### src/rtl/music_pkg.sv
// Shared tune identifiers, timing defaults and priority helpers for the
// tune arbiter and the music player.
package music_pkg;

  localparam int unsigned NOTE_Pulse_Per_Sec = 50_000;

  localparam int unsigned BTN_CYC_DEF  = 50_002;
  localparam int unsigned LONG_CYC_DEF = 1_750_005;
  localparam int unsigned GAP_CYC_DEF  = 100_000;

  // Encoding doubles as priority rank: a larger value outranks a smaller one.
  typedef enum logic [1:0] {
    TUNE_None     = 2'd0,
    TUNE_BTN      = 2'd1,
    TUNE_YouWin   = 2'd2,
    TUNE_GameOver = 2'd3
  } tune_id_t;

  // Pending vector layout: bit0 btn, bit1 win, bit2 gameover.
  function automatic tune_id_t top_pending(input logic [2:0] pend);
    if (pend[2]) return TUNE_GameOver;
    if (pend[1]) return TUNE_YouWin;
    if (pend[0]) return TUNE_BTN;
    return TUNE_None;
  endfunction

  function automatic logic [2:0] tune_mask(input tune_id_t tune);
    case (tune)
      TUNE_BTN:      return 3'b001;
      TUNE_YouWin:   return 3'b010;
      TUNE_GameOver: return 3'b100;
      default:       return 3'b000;
    endcase
  endfunction

  function automatic logic outranks(input tune_id_t cand, input tune_id_t cur);
    return cand > cur;
  endfunction

endpackage

### src/rtl/tune_timer.sv
// Loadable 32-bit down-counter that saturates at zero; o_done marks the
// final cycle of a loaded interval so an interval of N lasts exactly N cycles.
module tune_timer (
  input  logic        clk,
  input  logic        rst,
  input  logic        i_clear,
  input  logic        i_load,
  input  logic [31:0] i_value,
  input  logic        i_en,
  output logic        o_done
);

  logic [31:0] r_count;

  always_ff @(posedge clk or posedge rst) begin
    if (rst) begin
      r_count <= '0;
    end else if (i_clear) begin
      r_count <= '0;
    end else if (i_load) begin
      r_count <= i_value;
    end else if (i_en && (r_count != 32'd0)) begin
      r_count <= r_count - 32'd1;
    end
  end

  assign o_done = (r_count <= 32'd1);

endmodule

### src/rtl/tune_arbiter.sv
// Arbitrates button / victory / game-over tune requests into one-cycle start
// pulses for the music player, with preemption and an enforced silent gap.
module tune_arbiter
  import music_pkg::*;
#(
  parameter int unsigned BTN_CYC  = BTN_CYC_DEF,
  parameter int unsigned LONG_CYC = LONG_CYC_DEF,
  parameter int unsigned GAP_CYC  = GAP_CYC_DEF
) (
  input  logic       clk,
  input  logic       rst,
  input  logic       req_btn,
  input  logic       req_win,
  input  logic       req_gameover,
  input  logic       mute,
  output logic       new_tune,
  output tune_id_t   tune_id,
  output logic       busy,
  output logic       dropped,
  output logic [1:0] o_dbg_state
);

  localparam logic [1:0] ST_IDLE = 2'd0;
  localparam logic [1:0] ST_PLAY = 2'd1;
  localparam logic [1:0] ST_GAP  = 2'd2;

  // Protocol: requests are levels sampled every cycle (no handshake); the
  // player gets new_tune for exactly one cycle and tune_id holds until the next.
  logic [1:0]  r_state;
  logic [1:0]  w_state_nx;
  logic [2:0]  r_pend;
  logic [2:0]  w_pend_nx;
  logic [2:0]  w_req;
  logic [2:0]  w_clr;
  tune_id_t    r_tune_id;
  tune_id_t    w_tune_nx;
  tune_id_t    w_top;
  logic        r_new_tune;
  logic        r_busy;
  logic        r_dropped;
  logic        w_issue;
  logic        w_abort;
  logic        w_drop;
  logic        w_tmr_load;
  logic        w_tmr_en;
  logic        w_tmr_done;
  logic [31:0] w_tmr_val;

  assign w_req = {req_gameover, req_win, req_btn};
  assign w_top = top_pending(r_pend);

  always_comb begin
    w_state_nx = r_state;
    w_issue    = 1'b0;
    w_abort    = 1'b0;
    w_tmr_load = 1'b0;
    w_tmr_val  = '0;
    if (mute) begin
      w_abort    = (r_state != ST_IDLE);
      w_state_nx = ST_IDLE;
    end else begin
      case (r_state)
        ST_IDLE: begin
          if (w_top != TUNE_None) begin
            w_issue    = 1'b1;
            w_state_nx = ST_PLAY;
          end
        end
        ST_PLAY: begin
          // Preemption beats expiry when both land on the same cycle.
          if (outranks(w_top, r_tune_id)) begin
            w_issue = 1'b1;
          end else if (w_tmr_done) begin
            w_tmr_load = 1'b1;
            w_tmr_val  = GAP_CYC;
            w_state_nx = ST_GAP;
          end
        end
        ST_GAP: begin
          if (w_tmr_done) begin
            w_state_nx = ST_IDLE;
          end
        end
        default: w_state_nx = ST_IDLE;
      endcase
    end
    if (w_issue) begin
      w_tmr_load = 1'b1;
      w_tmr_val  = (w_top == TUNE_BTN) ? BTN_CYC : LONG_CYC;
    end
  end

  // A request landing on the bit being issued re-arms it rather than coalescing.
  assign w_clr     = w_issue ? tune_mask(w_top) : 3'b000;
  assign w_pend_nx = mute ? 3'b000 : ((r_pend & ~w_clr) | w_req);
  assign w_drop    = !mute && (|(w_req & r_pend & ~w_clr));
  assign w_tmr_en  = (r_state != ST_IDLE);

  always_comb begin
    w_tune_nx = r_tune_id;
    if (w_issue) begin
      w_tune_nx = w_top;
    end else if (w_abort) begin
      w_tune_nx = TUNE_None;
    end
  end

  tune_timer u_timer (
    .clk     (clk),
    .rst     (rst),
    .i_clear (mute),
    .i_load  (w_tmr_load),
    .i_value (w_tmr_val),
    .i_en    (w_tmr_en),
    .o_done  (w_tmr_done)
  );

  always_ff @(posedge clk or posedge rst) begin
    if (rst) begin
      r_state    <= ST_IDLE;
      r_pend     <= 3'b000;
      r_new_tune <= 1'b0;
      r_tune_id  <= TUNE_None;
      r_busy     <= 1'b0;
      r_dropped  <= 1'b0;
    end else begin
      r_state    <= w_state_nx;
      r_pend     <= w_pend_nx;
      r_new_tune <= w_issue | w_abort;
      r_tune_id  <= w_tune_nx;
      r_busy     <= (w_state_nx != ST_IDLE);
      r_dropped  <= w_drop;
    end
  end

  assign new_tune    = r_new_tune;
  assign tune_id     = r_tune_id;
  assign busy        = r_busy;
  assign dropped     = r_dropped;
  assign o_dbg_state = r_state;

endmodule

### config.mk
export PLATFORM = sky130hd
export DESIGN_NAME = tune_arbiter
export DESIGN_NICKNAME = d
export VERILOG_FILES = /design/src/rtl/music_pkg.sv /design/src/rtl/tune_timer.sv /design/src/rtl/tune_arbiter.sv
export SDC_FILE = /design/constraint.sdc
export NUM_CORES = 1
export LEC_CHECK = 0
export CAP_MARGIN = 10
export CORE_MARGIN = 8
export CORE_UTILIZATION = 40
export DETAILED_ROUTE_END_ITERATION = 8
export GPL_ROUTABILITY_DRIVEN = 1
export PLACE_DENSITY_LB_ADDON = 0.08
export SETUP_SLACK_MARGIN = 0.1
export SYNTH_ARGS = -nofsm -noshare
export SYNTH_HDL_FRONTEND = slang
export SYNTH_HIERARCHICAL = 1
export SYNTH_SLANG_ARGS = --single-unit
### constraint.sdc
create_clock -name clk -period 6.44 [get_ports clk]
set_clock_uncertainty 0.15 [all_clocks]
set_input_delay 0.644 -clock clk [delete_from_list [all_inputs] [get_ports clk]]
set_output_delay 0.644 -clock clk [all_outputs]
set_load 0.01 [all_outputs]
Word level (Yosys, flattened, before mapping)
Index checks and enable logic that the tools add are counted.
{"block": "word_totals", "ff_bits": 42, "input_bits": 6, "word_cells": 73}
{"block": "classes", "addsub": 1, "n_lt_le_gt_ge": 2, "eq_ne": 5, "mux": 41, "bitwise_logic": 6, "reduce_logical": 11}
{"operator": "32-bit two-way mux", "count": 4}
{"operator": "17-bit two-way mux", "count": 3}
{"operator": "32-bit by 1-bit less-or-equal comparator with 1-bit output (second input constant)", "count": 1}
{"operator": "32-bit nonzero test", "count": 1}
{"operator": "32-bit by 1-bit subtractor with 32-bit output (second input constant)", "count": 1}
{"operator": "2-bit two-way mux", "count": 13}
{"operator": "21-bit two-way mux", "count": 1}
{"operator": "1-bit two-way mux", "count": 15}
{"operator": "3-bit AND", "count": 3}
{"operator": "3-bit case mux with 3 select lines", "count": 1}
{"operator": "2-bit nonzero test", "count": 4}
{"operator": "2-bit == test (second input constant)", "count": 3}
{"operator": "3-bit two-way mux", "count": 2}
{"operator": "2-bit case mux with 3 select lines", "count": 1}
{"operator": "2-bit by 1-bit == test with 1-bit output (second input constant)", "count": 2}
{"operator": "3-bit inverter", "count": 1}
{"operator": "3-bit OR", "count": 1}
{"operator": "3-bit nonzero test", "count": 1}
{"operator": "3-bit OR reduction", "count": 1}
{"operator": "2-bit > comparator", "count": 1}
{"operator": "1-bit logical AND", "count": 2}
{"operator": "2-bit zero test", "count": 1}
{"operator": "1-bit case mux with 2 select lines", "count": 1}
{"operator": "1-bit zero test", "count": 1}
{"operator": "1-bit OR", "count": 1}

Depth between registers and ports, before layout
Gate-level depths: netlist of the first run.
{"block": "depth", "depth_word": 16, "ltp_mapped": 13, "depth_no_buf": 11}

Modules after synthesis
The synthesis of the first run kept the hierarchy.
{"mod": "tune_timer", "n_inst": 1, "cells_per_inst": 233, "area_each_um2": 2147.1, "seq_area_each_um2": 800.8}
{"mod": "tune_arbiter", "n_inst": 1, "cells_per_inst": 63, "area_each_um2": 559.3, "seq_area_each_um2": 250.2}

Least setup slack after synthesis of the first run
No wires, ideal clock.
{"block": "synth_timing", "path_kind": "reg2reg", "from": "register u_timer.r_count[4]", "to": "register u_timer.r_count[26]", "setup_time_ns": 0.123, "arrival_time_ns": 3.137, "required_ns": 6.167, "path_slack_ns": 3.031, "path_stages_with_launch": 11, "period_less_slack_ns": 3.409, "cell_sequence": "dfrtp_1 or4_1 buf_2 or4_4 nor4_1 nand3_1 nand2_1 inv_1 clkbuf_1 clkbuf_1 o221a_2"}
{"block": "synth_via", "elab_chain_cells": 8}
{"item": "from (decl)", "line_no": "tune_timer.sv:13", "text": "logic [31:0] r_count;"}
{"item": "from (signal assigned)", "line_no": "tune_timer.sv:21", "text": "r_count <= i_value;"}
{"item": "from (signal assigned)", "line_no": "tune_timer.sv:23", "text": "r_count <= r_count - 32'd1;"}
{"item": "32-bit by 1-bit less-or-equal comparator with 1-bit output (*)", "line_no": "tune_timer.sv:27", "text": "assign o_done = (r_count <= 32'd1);"}
{"item": "named net w_tmr_done", "line_no": "tune_arbiter.sv:46", "text": "logic w_tmr_done;"}
{"item": "1-bit two-way mux (*)", "line_no": "tune_arbiter.sv:73", "text": "end else if (w_tmr_done) begin"}
{"item": "1-bit two-way mux (*)", "line_no": "tune_arbiter.sv:71", "text": "if (outranks(w_top, r_tune_id)) begin"}
{"item": "1-bit two-way mux (*)", "line_no": "tune_arbiter.sv:62", "text": "case (r_state)"}
{"item": "1-bit two-way mux (*)", "line_no": "tune_arbiter.sv:58", "text": "if (mute) begin"}
{"item": "1-bit two-way mux (*)", "line_no": "tune_arbiter.sv:87", "text": "if (w_issue) begin"}
{"item": "named net w_tmr_load", "line_no": "tune_arbiter.sv:44", "text": "logic w_tmr_load;"}
{"item": "32-bit two-way mux", "line_no": "tune_timer.sv:20", "text": "end else if (i_load) begin"}
{"item": "32-bit two-way mux", "line_no": "tune_timer.sv:18", "text": "end else if (i_clear) begin"}
The timed path passes the listed nets; every way through them passes the cells marked *. The select of a mux whose other input is x is not followed.
A chain may end at the register's enable or synchronous reset.

Worst setup path after layout of the first run
{"block": "layout_timing", "from": "register u_timer.r_count[4]", "to": "register u_timer.r_count[15]"}
The elaborated chain is that of the path after synthesis.

==> flow_summary.json, run 1 <==
{
  "status": "finished, final reports clean",
  "drc": 0,
  "synth_top_cell_by_area": "dfrtp_1",
  "postCtsSetupBuffers": 0,
  "cts_made_buffers": 5,
  "antenna_left": 0,
  "crit-reg2reg-capture": "u_timer/r_count[15]$_DFFE_PP0P_",
  "core_um2": 6680,
  "post_route_cells_drive_above_1_share": 0.102,
  "insertion_delay_ns": 0.30,
  "dieArea_um2": 9650,
  "cp-startpoint": "u_timer/r_count[4]$_DFFE_PP0P_",
  "ys_types": 63,
  "grt_max_degree": 55,
  "hp-class": "flip-flop to flip-flop",
  "dp_hpwl_um": 4410,
  "nets": 322,
  "clk_pin_slew_worst_paths_ns": 0.08,
  "diodes": 0,
  "synth-edff-count": 0,
  "wl_per_cell_um": 16.8,
  "setup_viol": 0,
  "hold_depth": 2,
  "path_cells": "or4_1, or4_4, nor4_1, nand3_1, nand2_1, inv_1, buf_4, o211a_1, a21oi_1, a31oi_1",
  "end_kind": "flip-flop",
  "post_drt_via_cell_ratio": 5.91,
  "area_growth_pct": 11.3,
  "worstPathArrival_ns": 4.15,
  "fp.dieH_um": 98.3,
  "postSynthAreaPerCell_um2": 9.14,
  "hold_buffers": 0,
  "slowest_delay_ns": 0.69,
  "cts_tree": "yes",
  "ff2ff_path_depth": 10,
  "async_flop_share": 1.00,
  "min_from": "tune_id[0]$_DFFE_PP0P_",
  "cp.required_ns": 6.45,
  "rsz0062_at_grt": "no",
  "start_kind": "flip-flop",
  "timing.slew.headroom": 0.472,
  "die_w_um": 98.3,
  "ir_worst_vdd_uv": 122,
  "ys_seq_area_frac": 0.388,
  "worstPathMaxFanout": 54,
  "maxCapViolCount": 0,
  "worstHoldEndpoint": "tune_id[0]$_DFFE_PP0P_",
  "antenna_found_initial": 0,
  "setup_tns_ns": 0,
  "start_util": 0.405,
  "syn_area_um2": 2710,
  "clock-sinks": 42,
  "grt_pass1_wl_um": 11200,
  "htree_levels": 2,
  "routed_wl_um": 6580,
  "fin_crit_sh": 0.641,
  "yosys_register_bits": 42,
  "ff2ff_setup_slack_ns": 2.31,
  "power_mw": 0.993,
  "gp_congestion": 0.748,
  "final_common_cell": "dfrtp_1",
  "io_buffers": 12,
  "drtPass1Iterations": 4,
  "synth.top_cell.area_share": 0.388,
  "cts.repair.resized": 0,
  "fmax_mhz": 242,
  "crit_type": "flip-flop to flip-flop",
  "gr-total-overflow": 0,
  "rows": 30,
  "dr.first_iter.drc_count": 114,
  "r2r-start": "u_timer/r_count[4]$_DFFE_PP0P_",
  "synth_ff_type": "dfrtp_1",
  "clk_path_buf_depth": 2,
  "syn_inst": 296,
  "maxSlewViolCount": 0,
  "io_pins": 13,
  "crit_slowest_cell": "or4_1",
  "track_usage": 0.142,
  "vias": 2323,
  "hold_viol": 0,
  "tightest_slew_ns": 0.785,
  "power.leakage_nw": 1.23,
  "layout_common_cells": "dfrtp_1 (42), nor2_1 (36), or4_1 (17)",
  "ys.warnings.count": 6,
  "post-route-min-period_ns": 4.13,
  "p_per_area_nw_per_um2": 330,
  "grt_pass1_vias": 2199,
  "root_buffer": "clkbuf_8",
  "yosys-top-cells-area": "dfrtp_1 (39%), a311oi_1 (5.2%), nor2_1 (5.0%)"
}
area by class of cell:
class                   instances  area (µm²)
fillers                       671        3670
multi-input cells             233        1550
flip-flops and latches         42        1050
repair buffers                 16         150
clock buffers                   8         110
well taps                      80         100
inverters                      14        53.8
layer usage:
layer / GRT usage / routed length, µm
met5: 0 / 0
met4: 0.0519 / 119
met1: 0.184 / 3170
met3: 0.0235 / 125
met2: 0.232 / 3170
sequential cells by signal, summed over array words and instances, names as in the netlist:
signal / cells
r_pend: 3
o_dbg_state: 2
u_timer/r_count: 32
busy: 1
tune_id: 2
dropped: 1
new_tune: 1
report_power, final:
group,internal (mW),switching (mW)
sequential,0.316,0.0546
combinational,0.160,0.259
clock,0.108,0.0945
total,0.585,0.408
Yosys cell counts (2+ instances only):
cell and n:
a31oi_1 3, nor2b_1 2, nor3_1 3, nand2_1 9, nand3_1 6, or4_1 17, or4b_2 3, a21oi_1 9
nor4bb_1 2, nor4_1 6, o21ai_1 2, a211oi_1 5, or2_2 5, dfrtp_1 42, o31ai_1 11, or3_1 15
buf_6 2, nand4_1 5, xor2_1 5, nor2_1 36, a311oi_1 16, o21ai_0 9, ha_1 4, inv_1 12
o211ai_1 5, clkbuf_1 16, nand2b_1 5, and2_1 2, o2111ai_1 2, mux2i_1 3, o41ai_1 2
critical path: cells and delay by family, from the launching register on:
kind | cells | cell delay (ns)
AND/OR/NAND/NOR | 5 | 2.50
flip-flops | 1 | 0.43
buffers and inverters | 2 | 0.48
AO/OA/AOI/OAI | 3 | 0.42
metrics by stage:
stage               utilization  std cells  hold slack, ns  instance area [µm²]  setup slack, ns
floorplan                     -        309           0.334                 2760             3.03
global placement          0.434        385           0.396                 2900             2.46
detailed placement        0.434        385           0.395                 2900             2.36
CTS                       0.451        393           0.419                 3010             2.34
global route              0.451        393           0.439                 3010             1.97
finish                    0.451        393           0.414                 3010             2.31
logic make-up after synthesis:
family,Yosys count,synth area share
buffers and inverters,34,0.0578
muxes,3,0.0111
DFF,42,0.388
and+or+nand+nor,125,0.266
other,1,0.00139
adders and majority gates,4,0.0185
xor gates and xnor gates,6,0.0194
AOI/OAI and AO/OA,81,0.238
worst max path at each step:
stage / to / depth (start not counted)
after CTS: u_timer/r_count[15]$_DFFE_PP0P_ / 10
after floorplan: u_timer/r_count[26]$_DFFE_PP0P_ / 10
after global placement: u_timer/r_count[15]$_DFFE_PP0P_ / 10
after global routing: u_timer/r_count[15]$_DFFE_PP0P_ / 10
after detailed placement: u_timer/r_count[15]$_DFFE_PP0P_ / 10
final: u_timer/r_count[15]$_DFFE_PP0P_ / 10
Power figures use the tool's default switching activity.
==> run 2: changes to the inputs <==
==> constraint.sdc (replaced) <==
create_clock -name clk -period 3.4 [get_ports clk]
set_clock_uncertainty 0.15 [all_clocks]
set_input_delay 0.34 -clock clk [delete_from_list [all_inputs] [get_ports clk]]
set_output_delay 0.34 -clock clk [all_outputs]
set_load 0.01 [all_outputs]
==> run 2 against run 1 <==
  * Non-clock buffer count increased by 17
  * Flip-flop and latch count unchanged
  * Count of clock-buffer cells in the layout decreased by 1
  * Final cell count increased by 4.3%
  * Sequential power increased by 89%
  * Critical endpoint is now u_timer/r_count[26]$_DFFE_PP0P_
  * Largest cell class unchanged
  * Highest routed layer unchanged
==> flow_summary.json, run 2 (synthesized netlist as in run 1, its figures left out) <==
{
  "crit_slowest_cell": "or4_4",
  "fmax_mhz": 314,
  "layout_common_cells": "dfrtp_1 (42), nor2_1 (36), buf_4 (20)",
  "fp.dieH_um": 98.3,
  "setup_tns_ns": 0,
  "post-route-min-period_ns": 3.19,
  "stdcell_count": 410,
  "drc": 0,
  "track_usage": 0.145,
  "multiInputGateArea_um2": 1560,
  "cts_tree": "yes",
  "ff_latch_area_um2": 1050,
  "area_growth_pct": 16.2,
  "cp.required_ns": 3.44,
  "fin_crit_sh": 0.937,
  "clk_pin_slew_worst_paths_ns": 0.08,
  "final_common_cell": "dfrtp_1",
  "rows": 30,
  "clock-sinks": 42,
  "hold_buffers": 0,
  "slowest_delay_ns": 0.58,
  "hold_viol": 0,
  "status": "finished, final reports clean",
  "antenna_found_initial": 0,
  "placedCellCount": 401,
  "dp_hpwl_um": 4700,
  "vias": 2419,
  "hold_ws_ns": 0.188,
  "rsz0062_at_grt": "yes",
  "insertion_delay_ns": 0.30,
  "post_drt_via_cell_ratio": 5.90,
  "finalWorstSetupSlack_ns": 0.214,
  "grt_pass1_vias": 2322,
  "p_per_area_nw_per_um2": 614,
  "clk_path_buf_depth": 2,
  "power_mw": 1.93,
  "dieArea_um2": 9650,
  "fillers": 665,
  "place_ws_ns": 0.166,
  "io_buffers": 12,
  "power.leakage_nw": 1.30,
  "maxCapViolCount": 0,
  "diodes": 0,
  "wl_per_cell_um": 16.6,
  "post_route_cells_drive_above_1_share": 0.158,
  "routed_wl_um": 6790,
  "die_w_um": 98.3,
  "setup_viol": 0,
  "maxSlewViolCount": 0,
  "grt_pass1_wl_um": 11400,
  "timing.slew.headroom": 0.651,
  "hp-class": "primary input to asynchronous set/reset pin",
  "worstPathArrival_ns": 3.22,
  "reg.largest.list": "u_timer/r_count: 32 flops, r_pend: 3 flops",
  "grt_max_degree": 33,
  "largest_register_ffs": 32,
  "path_cells": "or4_1, or4_4, nor4_2, nand3_1, nand2_2, clkinvlp_4, buf_6, o221a_2",
  "tightest_slew_ns": 0.521,
  "worstPathMaxFanout": 20,
  "start_kind": "flip-flop",
  "core_um2": 6680,
  "dr.first_iter.drc_count": 107,
  "root_buffer": "clkbuf_8",
  "cts_made_buffers": 5,
  "ir_worst_vdd_uv": 254,
  "regMostFlops": "u_timer/r_count",
  "gp_congestion": 0.823,
  "end_kind": "flip-flop",
  "gr-total-overflow": 0,
  "antenna_left": 0,
  "io_pins": 13,
  "crit_type": "flip-flop to flip-flop",
  "start_util": 0.405,
  "htree_levels": 2,
  "drtPass1Iterations": 4,
  "nets": 339
}
## run 2: through the flow
step	instance area [µm²]	util
final	3140	0.471
after global routing	3140	0.471
after CTS	3120	0.467
after detailed placement	3030	0.454
after global placement	3030	0.454
after floorplan	2760	-
## run 2: per-layer routing
metal,up-vias,global-route usage,share of wire
met1,1185,0.183,0.48
met5,-,0,0
met4,0,0.0437,0.011
met3,6,0.0292,0.031
met2,35,0.243,0.48
li1,1193,-,-
## run 2: final cells by class
| class | instances | area share |
|---|---|---|
| Clock buffer | 7 | 0.0275 |
| Clock inverter | 1 | 0.00159 |
| Inverter | 14 | 0.0183 |
| Multi-Input combinational cell | 233 | 0.497 |
| Sequential cell | 42 | 0.334 |
| Tap cell | 80 | 0.0318 |
| Timing Repair Buffer | 33 | 0.0895 |
## run 2: repair_timing
item                       4_1_cts  5_1_grt
setup endpoints to repair        0       16
gates resized for setup          0        3
buffers inserted                 0        1
## run 2: where the power goes
| group | total, mW | leakage (nW) | switching [mW] | internal [mW] |
|---|---|---|---|---|
| clock network | 0.339 | 0.0482 | 0.175 | 0.164 |
| registers | 0.703 | 0.552 | 0.104 | 0.599 |
| logic | 0.887 | 0.700 | 0.513 | 0.374 |
| total | 1.93 | 1.30 | 0.792 | 1.14 |
## run 2: path summary, 6_finish.rpt
check,from,endpoint,slack (ns),cells past startpoint
worst max-delay path,u_timer/r_count[4]$_DFFE_PP0P_,u_timer/r_count[26]$_DFFE_PP0P_,0.21,8
worst min-delay path,rst,tune_id[1]$_DFFE_PP0P_,0.19,2
worst max register to register,u_timer/r_count[4]$_DFFE_PP0P_,u_timer/r_count[26]$_DFFE_PP0P_,0.21,8
worst min register to register,tune_id[0]$_DFFE_PP0P_,tune_id[0]$_DFFE_PP0P_,0.41,2
max in group asynchronous,rst,u_timer/r_count[20]$_DFFE_PP0P_,2.47,3
min in group clk,tune_id[0]$_DFFE_PP0P_,tune_id[0]$_DFFE_PP0P_,0.41,2
## run 2: worst max-delay path, delay by kind of cell, from the launching register on
family,cells,cell delay (ns)
simple gates,5,1.78
buf+inv,2,0.42
flops,1,0.42
compound gates,1,0.29
